### src/rtl/key_click_decoder.sv
// Classifies debounced key gestures into single click, double click or long press.
// One shared 20-bit counter times both the press hold and the release gap.
module key_click_decoder #(
  parameter logic [19:0] CNT_DBL_MAX  = 20'd50,
  parameter logic [19:0] CNT_LONG_MAX = 20'd100
) (
  input  logic sys_clk,
  input  logic sys_rst_n,
  input  logic key_flag,
  input  logic key_in,
  output logic single_flag,
  output logic double_flag,
  output logic long_flag
);

  // state | meaning
  // IDLE  | waiting for a debounced press
  // HOLD1 | first press held, timing toward long-press threshold
  // GAP   | first press released, timing the double-click window
  // HOLD2 | second press held, waiting for release
  // LONG  | long press reported, waiting for release
  localparam logic [2:0] IDLE  = 3'd0;
  localparam logic [2:0] HOLD1 = 3'd1;
  localparam logic [2:0] GAP   = 3'd2;
  localparam logic [2:0] HOLD2 = 3'd3;
  localparam logic [2:0] LONG  = 3'd4;

  localparam logic [19:0] LONG_LAST = CNT_LONG_MAX - 20'd1;
  localparam logic [19:0] DBL_LAST  = CNT_DBL_MAX - 20'd1;

  logic [2:0]  state;
  logic [19:0] cnt;

  always_ff @(posedge sys_clk or negedge sys_rst_n) begin
    if (!sys_rst_n) begin
      state       <= IDLE;
      cnt         <= 20'd0;
      single_flag <= 1'b0;
      double_flag <= 1'b0;
      long_flag   <= 1'b0;
    end else begin
      single_flag <= 1'b0;
      double_flag <= 1'b0;
      long_flag   <= 1'b0;
      case (state)
        IDLE: begin
          cnt <= 20'd0;
          if (key_flag) state <= HOLD1;
        end
        HOLD1: begin
          // release wins over the long threshold on the same cycle
          if (key_in) begin
            state <= GAP;
            cnt   <= 20'd0;
          end else if (cnt == LONG_LAST) begin
            state     <= LONG;
            cnt       <= 20'd0;
            long_flag <= 1'b1;
          end else begin
            cnt <= cnt + 20'd1;
          end
        end
        GAP: begin
          // a second press on the last window cycle still counts as a double
          if (key_flag) begin
            state       <= HOLD2;
            cnt         <= 20'd0;
            double_flag <= 1'b1;
          end else if (cnt == DBL_LAST) begin
            state       <= IDLE;
            cnt         <= 20'd0;
            single_flag <= 1'b1;
          end else begin
            cnt <= cnt + 20'd1;
          end
        end
        HOLD2, LONG: begin
          cnt <= 20'd0;
          if (key_in) state <= IDLE;
        end
        default: begin
          state <= IDLE;
          cnt   <= 20'd0;
        end
      endcase
    end
  end

endmodule

### config.mk
export PLATFORM = sky130hd
export DESIGN_NAME = key_click_decoder
export DESIGN_NICKNAME = d
export VERILOG_FILES = /design/src/rtl/key_click_decoder.sv
export SDC_FILE = /design/constraint.sdc
export NUM_CORES = 1
export LEC_CHECK = 0
export ABC_AREA = 1
export BUFFER_PORTS_ARGS = -buffer_cell sky130_fd_sc_hd__buf_2
export CAP_MARGIN = 20
export CORE_ASPECT_RATIO = 0.5
export CORE_MARGIN = 4
export CORE_UTILIZATION = 50
export CTS_CLUSTER_SIZE = 16
export DETAILED_ROUTE_END_ITERATION = 8
export PLACE_DENSITY = 0.7
export SKIP_CTS_REPAIR_TIMING = 1
export SLEW_MARGIN = 15
export SYNTH_ARGS = -nofsm -noshare
export SYNTH_HDL_FRONTEND = slang
export SYNTH_SLANG_ARGS = --single-unit
### constraint.sdc
create_clock -name sys_clk -period 1.3 [get_ports sys_clk]
set_input_delay 0.065 -clock sys_clk [delete_from_list [all_inputs] [get_ports sys_clk]]
set_output_delay 0.065 -clock sys_clk [all_outputs]
set_load 0.05 [all_outputs]
Word level (Yosys, flattened, before mapping)
Index checks and enable logic that the tools add are counted.
{"block": "totals", "register_bits": 26, "latchBits": 0, "ram_bits": 0, "rom_bits": 0, "in_bits": 4, "output_inout_bits": 3, "word_cells": 39, "n_memories": 0}
{"block": "op_classes", "add_sub_neg": 1, "mul": 0, "n_div": 0, "magnitude_cmp": 0, "n_eq_ne": 10, "n_shift": 0, "muxes": 20, "bitwise": 0, "n_reduce_logical": 3}
{"op": "$mux W20", "count": 4}
{"op": "$pmux W20 S2", "count": 1}
{"op": "$add A20 B1 Y20 const B", "count": 1}
{"op": "$eq A20 B6 Y1 const B", "count": 1}
{"op": "$eq A20 B7 Y1 const B", "count": 1}
{"op": "$mux W3", "count": 6}
{"op": "$pmux W3 S4", "count": 1}
{"op": "$mux W1", "count": 8}
{"op": "$eq A3 B2 Y1 const B", "count": 2}
{"op": "$ne A3 B3 Y1 const B", "count": 2}
{"op": "$ne A2 B2 Y1 const B", "count": 2}
{"op": "$reduce_and A4 Y1", "count": 1}
{"op": "$eq A3 B1 Y1 const B", "count": 1}
{"op": "$eq A3 B3 Y1 const B", "count": 1}
{"op": "$logic_not A3 Y1", "count": 1}
{"op": "$reduce_or A2 Y1", "count": 1}

Logic depth before layout (Yosys ltp)
Gate-level depths: netlist of run 1.
{"block": "depth", "word_depth": 4, "ltp_mapped": 10, "mapped_depth_nobuf": 9}

Least setup slack after synthesis of run 1
Ideal clock, no wire load.
{"block": "synth_timing", "path_type": "register -> register", "startpoint": "register cnt[0]", "endpoint": "register cnt[6]", "setup_ns": 0.122, "t_arrival_ns": 1.294, "required_ns": 1.178, "slack_ns": -0.116, "stages_incl_launch_ff": 10, "n_path_buf": 1, "synth_period_minus_slack_ns": 1.416, "cell_sequence": "dfrtp_1 > ha_1 > nand3_1 > nor2_2 > nand3_1 > nand2_2 > nand2_4 > inv_6 > buf_8 > nor2_2"}
{"block": "synth_via", "elab_chain_len": 4, "elab_cells_between_ends": 8, "cone_classes": "add/sub: 1; eq/ne: 2; mux: 5"}
{"item": "from (decl)", "line_no": "32", "text": "logic [19:0] cnt;"}
{"item": "from (signal assigned)", "line_no": "60", "text": "cnt <= cnt + 20'd1;"}
{"item": "from (signal assigned)", "line_no": "74", "text": "cnt <= cnt + 20'd1;"}
{"item": "$add A20 B1 Y20, or another cell as far along", "line_no": "60, 74"}
{"item": "$mux W20 (on tied branches)", "line_no": "69, 55"}
{"item": "$mux W20 (on tied branches)", "line_no": "65, 52"}
{"item": "$pmux W20 S2 (*)", "line_no": "45", "text": "case (state)"}
Every way passes the cells marked *; elsewhere a longest branch is shown, timed or not.
A chain may end at the register's enable or synchronous reset.

Worst setup path after layout of run 1
{"block": "layout_timing", "startpoint": "register cnt[1]", "endpoint": "register cnt[1]"}
Same word-level chain as after synthesis.

==> flow_summary.toml, run 1 <==
[placed_design]
placed_cell_area_um2 = 1710
gp_congestion = 0.831
io_buffers = 6
pre_cts_slack_ns = -0.186
detailed_place_hpwl_mm = 2.20
placed_cells = 251

[sta]
rsz0062_at_grt = "yes"
fmax_ghz = 0.671
finalSetupViolCount = 24
totalNegativeSetupSlack_ns = -3.46
skew_ns = 0.00451
hold_viol_final = 0
min_period_ns = 1.49
post-route-period-util_pct = 115
worst_pin_slew_ns = 0.585
slew_headroom_pct = 61.0
fin_ws_ns = -0.190
maxSlewViolCount = 0

[grt]
grt_pass1_wl_mm = 5.18
grt_pass1_vias = 1150
grt_antenna_before_repair = 0
grt_max_degree = 27
grt_usage_pct = 17.6
gr-total-overflow = 0

[drt]
drc = 0
vias = 1285
totalWireLength_mm = 3.24
drt-pass1-iter-count = 4
viasPerCell = 4.90
avgRoutedWirePerCell_um = 12.4
drt_iter0_markers = 71
drtAntennaViolNets = 0

[die]
die_h_um = 45.8
pin_count = 7
core-area_um2 = 2650
die_area_um2 = 3830
die_x_um = 83.6
num_rows = 13
initial_core_util_pct = 53.8

[worst_setup_path]
critPathCaptureType = "flop"
path_max_fanout = 9
cp-start-kind = "flop"
critPathRequiredTime_ns = 1.47
critPathArrivalTime_ns = 1.66
worstSetupPathType = "reg2reg"

[layout]
seq_area_um2 = 652
multi_input_area_um2 = 746
drive_gt1_share_pct = 32.0
final_common_cell = "nand2_1"
fin_area_um2 = 1880
area_growth_pct = 31.4
nets = 232
n_antenna_cell = 0
layout_common_cells = "nand2_1 (40), nor2_1 (29), buf_4 (27)"
layout.cells.non_filler = 262
n_fill_cell = 226

[synthesis]
yosysWarnings = 0
synth_cell_types = 23
synth_seq_area_share_pct = 45.6
ys_ff_latch = 26
synthCells = 184
synth_fp_nets = 190
syn-cell-area_um2 = 1430
postSynthAreaPerCell_um2 = 7.76

[cts]
cts_root_buffer = "clkbuf_8"
numCtsBuffers = 3
cts_tree = "done"
worstSkewPairLatency_ns = 0.27
path_clk_slew_ns = 0.08
cts_sinks = 26
cts-htree-levels = 1
clk_path_buf_depth = 2

[job]
max_cap_viol_count = 0

[power_and_ir_drop]
power.density_nw_per_um2 = 1130
leakage_nw = 0.872
vdd_drop_max_mv = 0.558

[min_path]
hp-class = "in2reg"

[outcome]
violations = "negative setup slack"
status = "finished with violations"
[registers in the layout, summed over array words and instances, names as in the netlist]
register / flops
cnt: 20
single_flag: 1
state: 3
long_flag: 1
double_flag: 1
[layout make-up]
| cell class | instances | share of cell area (%) |
|---|---|---|
| Inverter | 22 | 5.07 |
| Multi-Input combinational cell | 135 | 39.8 |
| Tap cell | 37 | 2.47 |
| Clock buffer | 4 | 2.94 |
| Timing Repair Buffer | 36 | 14.1 |
| Sequential cell | 26 | 34.8 |
| Timing Repair inverter | 2 | 0.934 |
[synth_stat cells]
| cell type | number | area (µm²) |
|---|---|---|
| nand4_1 | 5 | 31.3 |
| o21ai_1 | 1 | 5.00 |
| inv_6 | 1 | 8.76 |
| xor2_1 | 8 | 70.1 |
| a21oi_1 | 3 | 15.0 |
| ha_1 | 2 | 25.0 |
| o21ai_0 | 3 | 15.0 |
| inv_1 | 19 | 71.3 |
| inv_2 | 1 | 3.75 |
| nor2_2 | 12 | 75.1 |
| dfrtp_1 | 26 | 651 |
| nor3_2 | 1 | 10.0 |
| xnor2_1 | 3 | 26.3 |
| nor2_1 | 35 | 131 |
| nand2_4 | 1 | 11.3 |
| buf_8 | 1 | 15.0 |
| nand2_1 | 43 | 161 |
| nand2_2 | 2 | 12.5 |
| nand3_1 | 11 | 55.1 |
| clkinv_1 | 1 | 3.75 |
| nor3_1 | 2 | 10.0 |
| o21bai_1 | 1 | 7.51 |
| o22ai_1 | 2 | 12.5 |
[metrics by stage]
step	hold WS [ns]	power [mW]	util, %
after floorplan	-0.231	1.38	-
after global placement	0.0940	1.49	64.5
after detailed placement	0.0986	1.51	64.5
after CTS	-0.199	2.04	66.5
after global routing	0.183	2.24	70.7
final	0.138	2.12	70.7
[routing by layer]
layer | part of all wire (%) | vias to the layer above | GRT usage, %
li1 | - | 650 | -
met1 | 47 | 598 | 24.4
met2 | 46 | 33 | 28.6
met3 | 6.7 | 4 | 5.05
met4 | 0.99 | 0 | 2.88
met5 | 0 | - | 0
[cells by family after synthesis]
kind of cell	share of synthesized area, %
and+or+nand+nor	34.9
adders and majority gates	1.75
AOI/OAI and AO/OA	3.86
xor gates and xnor gates	6.75
DFF	45.6
buffers and inverters	7.19
[critical path, cell delays in order (launching register included)]
cell and delay, ns:
dfrtp_1 0.44, inv_1 0.09, ha_1 0.14, nand2_1 0.05, nor2_1 0.10, nand3_1 0.12
nand2_2 0.12, nand2_4 0.13, inv_6 0.15, nor2_1 0.05
[power by group]
| group | internal, mW | switching [mW] | total (mW) |
|---|---|---|---|
| clock network | 0.271 | 0.250 | 0.520 |
| logic | 0.208 | 0.447 | 0.655 |
| registers | 0.872 | 0.0684 | 0.940 |
[path summary, 6_finish.rpt]
kind	startpoint	end	slack, ns	cells past startpoint
min	key_in	long_flag$_DFF_PN0_	0.14	4
min in group asynchronous	sys_rst_n	long_flag$_DFF_PN0_	0.32	2
max reg2reg	cnt[1]$_DFF_PN0_	cnt[1]$_DFF_PN0_	-0.19	9
min reg2reg	state[0]$_DFFE_PN0P_	state[0]$_DFFE_PN0P_	0.55	2
max	cnt[1]$_DFF_PN0_	cnt[1]$_DFF_PN0_	-0.19	9
max in group asynchronous	sys_rst_n	cnt[0]$_DFF_PN0_	0.57	2
(Power assumes the default switching activity.)
==> inputs of run 2 (changes only) <==
--- a/config.mk
+++ b/config.mk
@@ -14,6 +14,7 @@
 export CTS_CLUSTER_SIZE = 16
 export DETAILED_ROUTE_END_ITERATION = 8
 export PLACE_DENSITY = 0.7
+export SETUP_SLACK_MARGIN = 0.4
 export SKIP_CTS_REPAIR_TIMING = 1
 export SLEW_MARGIN = 15
 export SYNTH_ARGS = -nofsm -noshare
==> run 2 against run 1 <==
  * The run ends with negative hold slack, negative setup slack left
  * Utilization is 4.4 points higher
  * Worst hold slack got worse by 0.35 ns
  * Power grew 3.0%
  * Critical endpoint is now cnt[3]$_DFF_PN0_
==> flow_summary.toml, run 2 (synthesis gave the netlist of run 1 again) <==
[outcome]
status = "finished with violations"
violations = "negative hold slack, negative setup slack"

[cts]
cts-htree-levels = 1
cts_sinks = 26
cts_tree = "done"
cts_root_buffer = "clkbuf_8"
path_clk_slew_ns = 0.09
clk_path_buf_depth = 2
numCtsBuffers = 3
worstSkewPairLatency_ns = 0.26

[sta]
fmax_ghz = 0.693
slew_headroom_pct = 60.3
rsz0062_at_grt = "yes"
min_period_ns = 1.44
maxSlewViolCount = 0
hold_viol_final = 27
fin_ws_ns = -0.143
totalNegativeSetupSlack_ns = -2.86
worst_pin_slew_ns = 0.596
skew_ns = 0.00369
hold_ws_ns = -0.209
finalSetupViolCount = 23
post-route-period-util_pct = 111

[layout]
post-route-util_pct = 75.1
final_common_cell = "nand2_1"
nets = 235
top_regs = "cnt x20, state x3"
layout_common_cells = "nand2_1 (39), buf_4 (31), dfrtp_1 (25)"
area_growth_pct = 39.5
n_antenna_cell = 0
regMostFlops = "cnt"
largest_reg_flops = 20
drive_gt1_share_pct = 40.5

[die]
core-area_um2 = 2650
pin_count = 7
num_rows = 13
initial_core_util_pct = 53.8
die_h_um = 45.8
die_area_um2 = 3830
die_x_um = 83.6

[job]
max_cap_viol_count = 0

[power_and_ir_drop]
switching_share_pct = 37.4
internal_power_mw = 1.37
power_frac_clock_pct = 20.4
vdd_drop_max_mv = 0.758
power_frac_comb_pct = 36.1
pwr-share-seq_pct = 43.5
power_switching_mw = 0.814
leakage_nw = 0.901
power.density_nw_per_um2 = 1090

[grt]
grt_pass1_wl_mm = 5.04
gr-total-overflow = 0
grt_max_degree = 27
grt_antenna_before_repair = 0
grt_usage_pct = 17.0
grt_pass1_vias = 1148

[placed_design]
detailed_place_hpwl_mm = 2.20
pre_cts_slack_ns = -0.197
io_buffers = 6
gp_congestion = 0.844

[drt]
avgRoutedWirePerCell_um = 12.5
totalWireLength_mm = 3.29
drt_iter0_markers = 69
vias = 1319
drtAntennaViolNets = 0
drt-pass1-iter-count = 4
viasPerCell = 5.00
drc = 0

[min_path]
hp-class = "in2async"

[worst_setup_path]
critPathArrivalTime_ns = 1.60
cp-start-kind = "flop"
path_max_fanout = 9
critPathCaptureType = "flop"
worstSetupPathType = "reg2reg"
critPathRequiredTime_ns = 1.46
==> run 2: changes by cell type in the layout (fill, tap and decap cells not counted), sizes merged <==
cell,change
dlygate4sd3,-2
clkbuf,-1
buf,+5
clkinv,+1
inv,-1
==> run 2: final cells by class <==
type	instances	area, µm²
multi-input cells	135	828
fillers	169	659
flip-flops and latches	26	652
repair buffers	39	304
inverters	22	95.1
well taps	37	46.3
clock buffers	3	41.3
repair inverters	2	25.0
==> run 2: critical path, stage by stage (launching register included) <==
cell      delay (ns)
dfrtp_1         0.42
nor2_2          0.18
nand2_1         0.09
nor2_2          0.13
nand3_1         0.10
nand2_2         0.15
nand2_8         0.12
clkinv_8        0.10
nor2_2          0.04
==> run 2: final timing paths <==
path                       depth (start not counted)                 start  slack [ns]                    end
min reg2reg                                        2  state[1]$_DFFE_PN0P_        0.57   state[1]$_DFFE_PN0P_
max reg2reg                                        8      cnt[3]$_DFF_PN0_       -0.14       cnt[3]$_DFF_PN0_
min in group sys_clk                               2              key_flag           0  single_flag$_DFF_PN0_
max                                                8      cnt[3]$_DFF_PN0_       -0.14       cnt[3]$_DFF_PN0_
max in group asynchronous                          1             sys_rst_n        1.07       cnt[0]$_DFF_PN0_
min                                                1             sys_rst_n       -0.21   state[1]$_DFFE_PN0P_
==> run 2: power by group through the flow <==
stage	sequential, mW	clock [mW]	combinational [mW]
2_1_floorplan	0.965	0	0.414
3_3_place_gp	0.946	0	0.546
3_5_place_dp	0.949	0	0.557
4_1_cts	0.933	0.462	0.558
5_1_grt	0.961	0.496	0.862
6_report	0.948	0.445	0.786
==> run 2: stage by stage <==
| stage | cells | cell area [µm²] | total power, mW |
|---|---|---|---|
| 2_1_floorplan | 184 | 1460 | 1.38 |
| 3_3_place_gp | 253 | 1730 | 1.49 |
| 3_5_place_dp | 253 | 1730 | 1.51 |
| 4_1_cts | 256 | 1770 | 1.95 |
| 5_1_grt | 264 | 1990 | 2.32 |
| 6_report | 264 | 1990 | 2.18 |
==> run 2: routing by layer <==
layer | vias to the layer above | global-route usage, % | part of all wire, %
met5 | - | 0 | 0
met2 | 19 | 27.8 | 47
met4 | 0 | 2.56 | 0.36
met1 | 637 | 23.6 | 49
met3 | 2 | 4.33 | 4.1
li1 | 661 | - | -
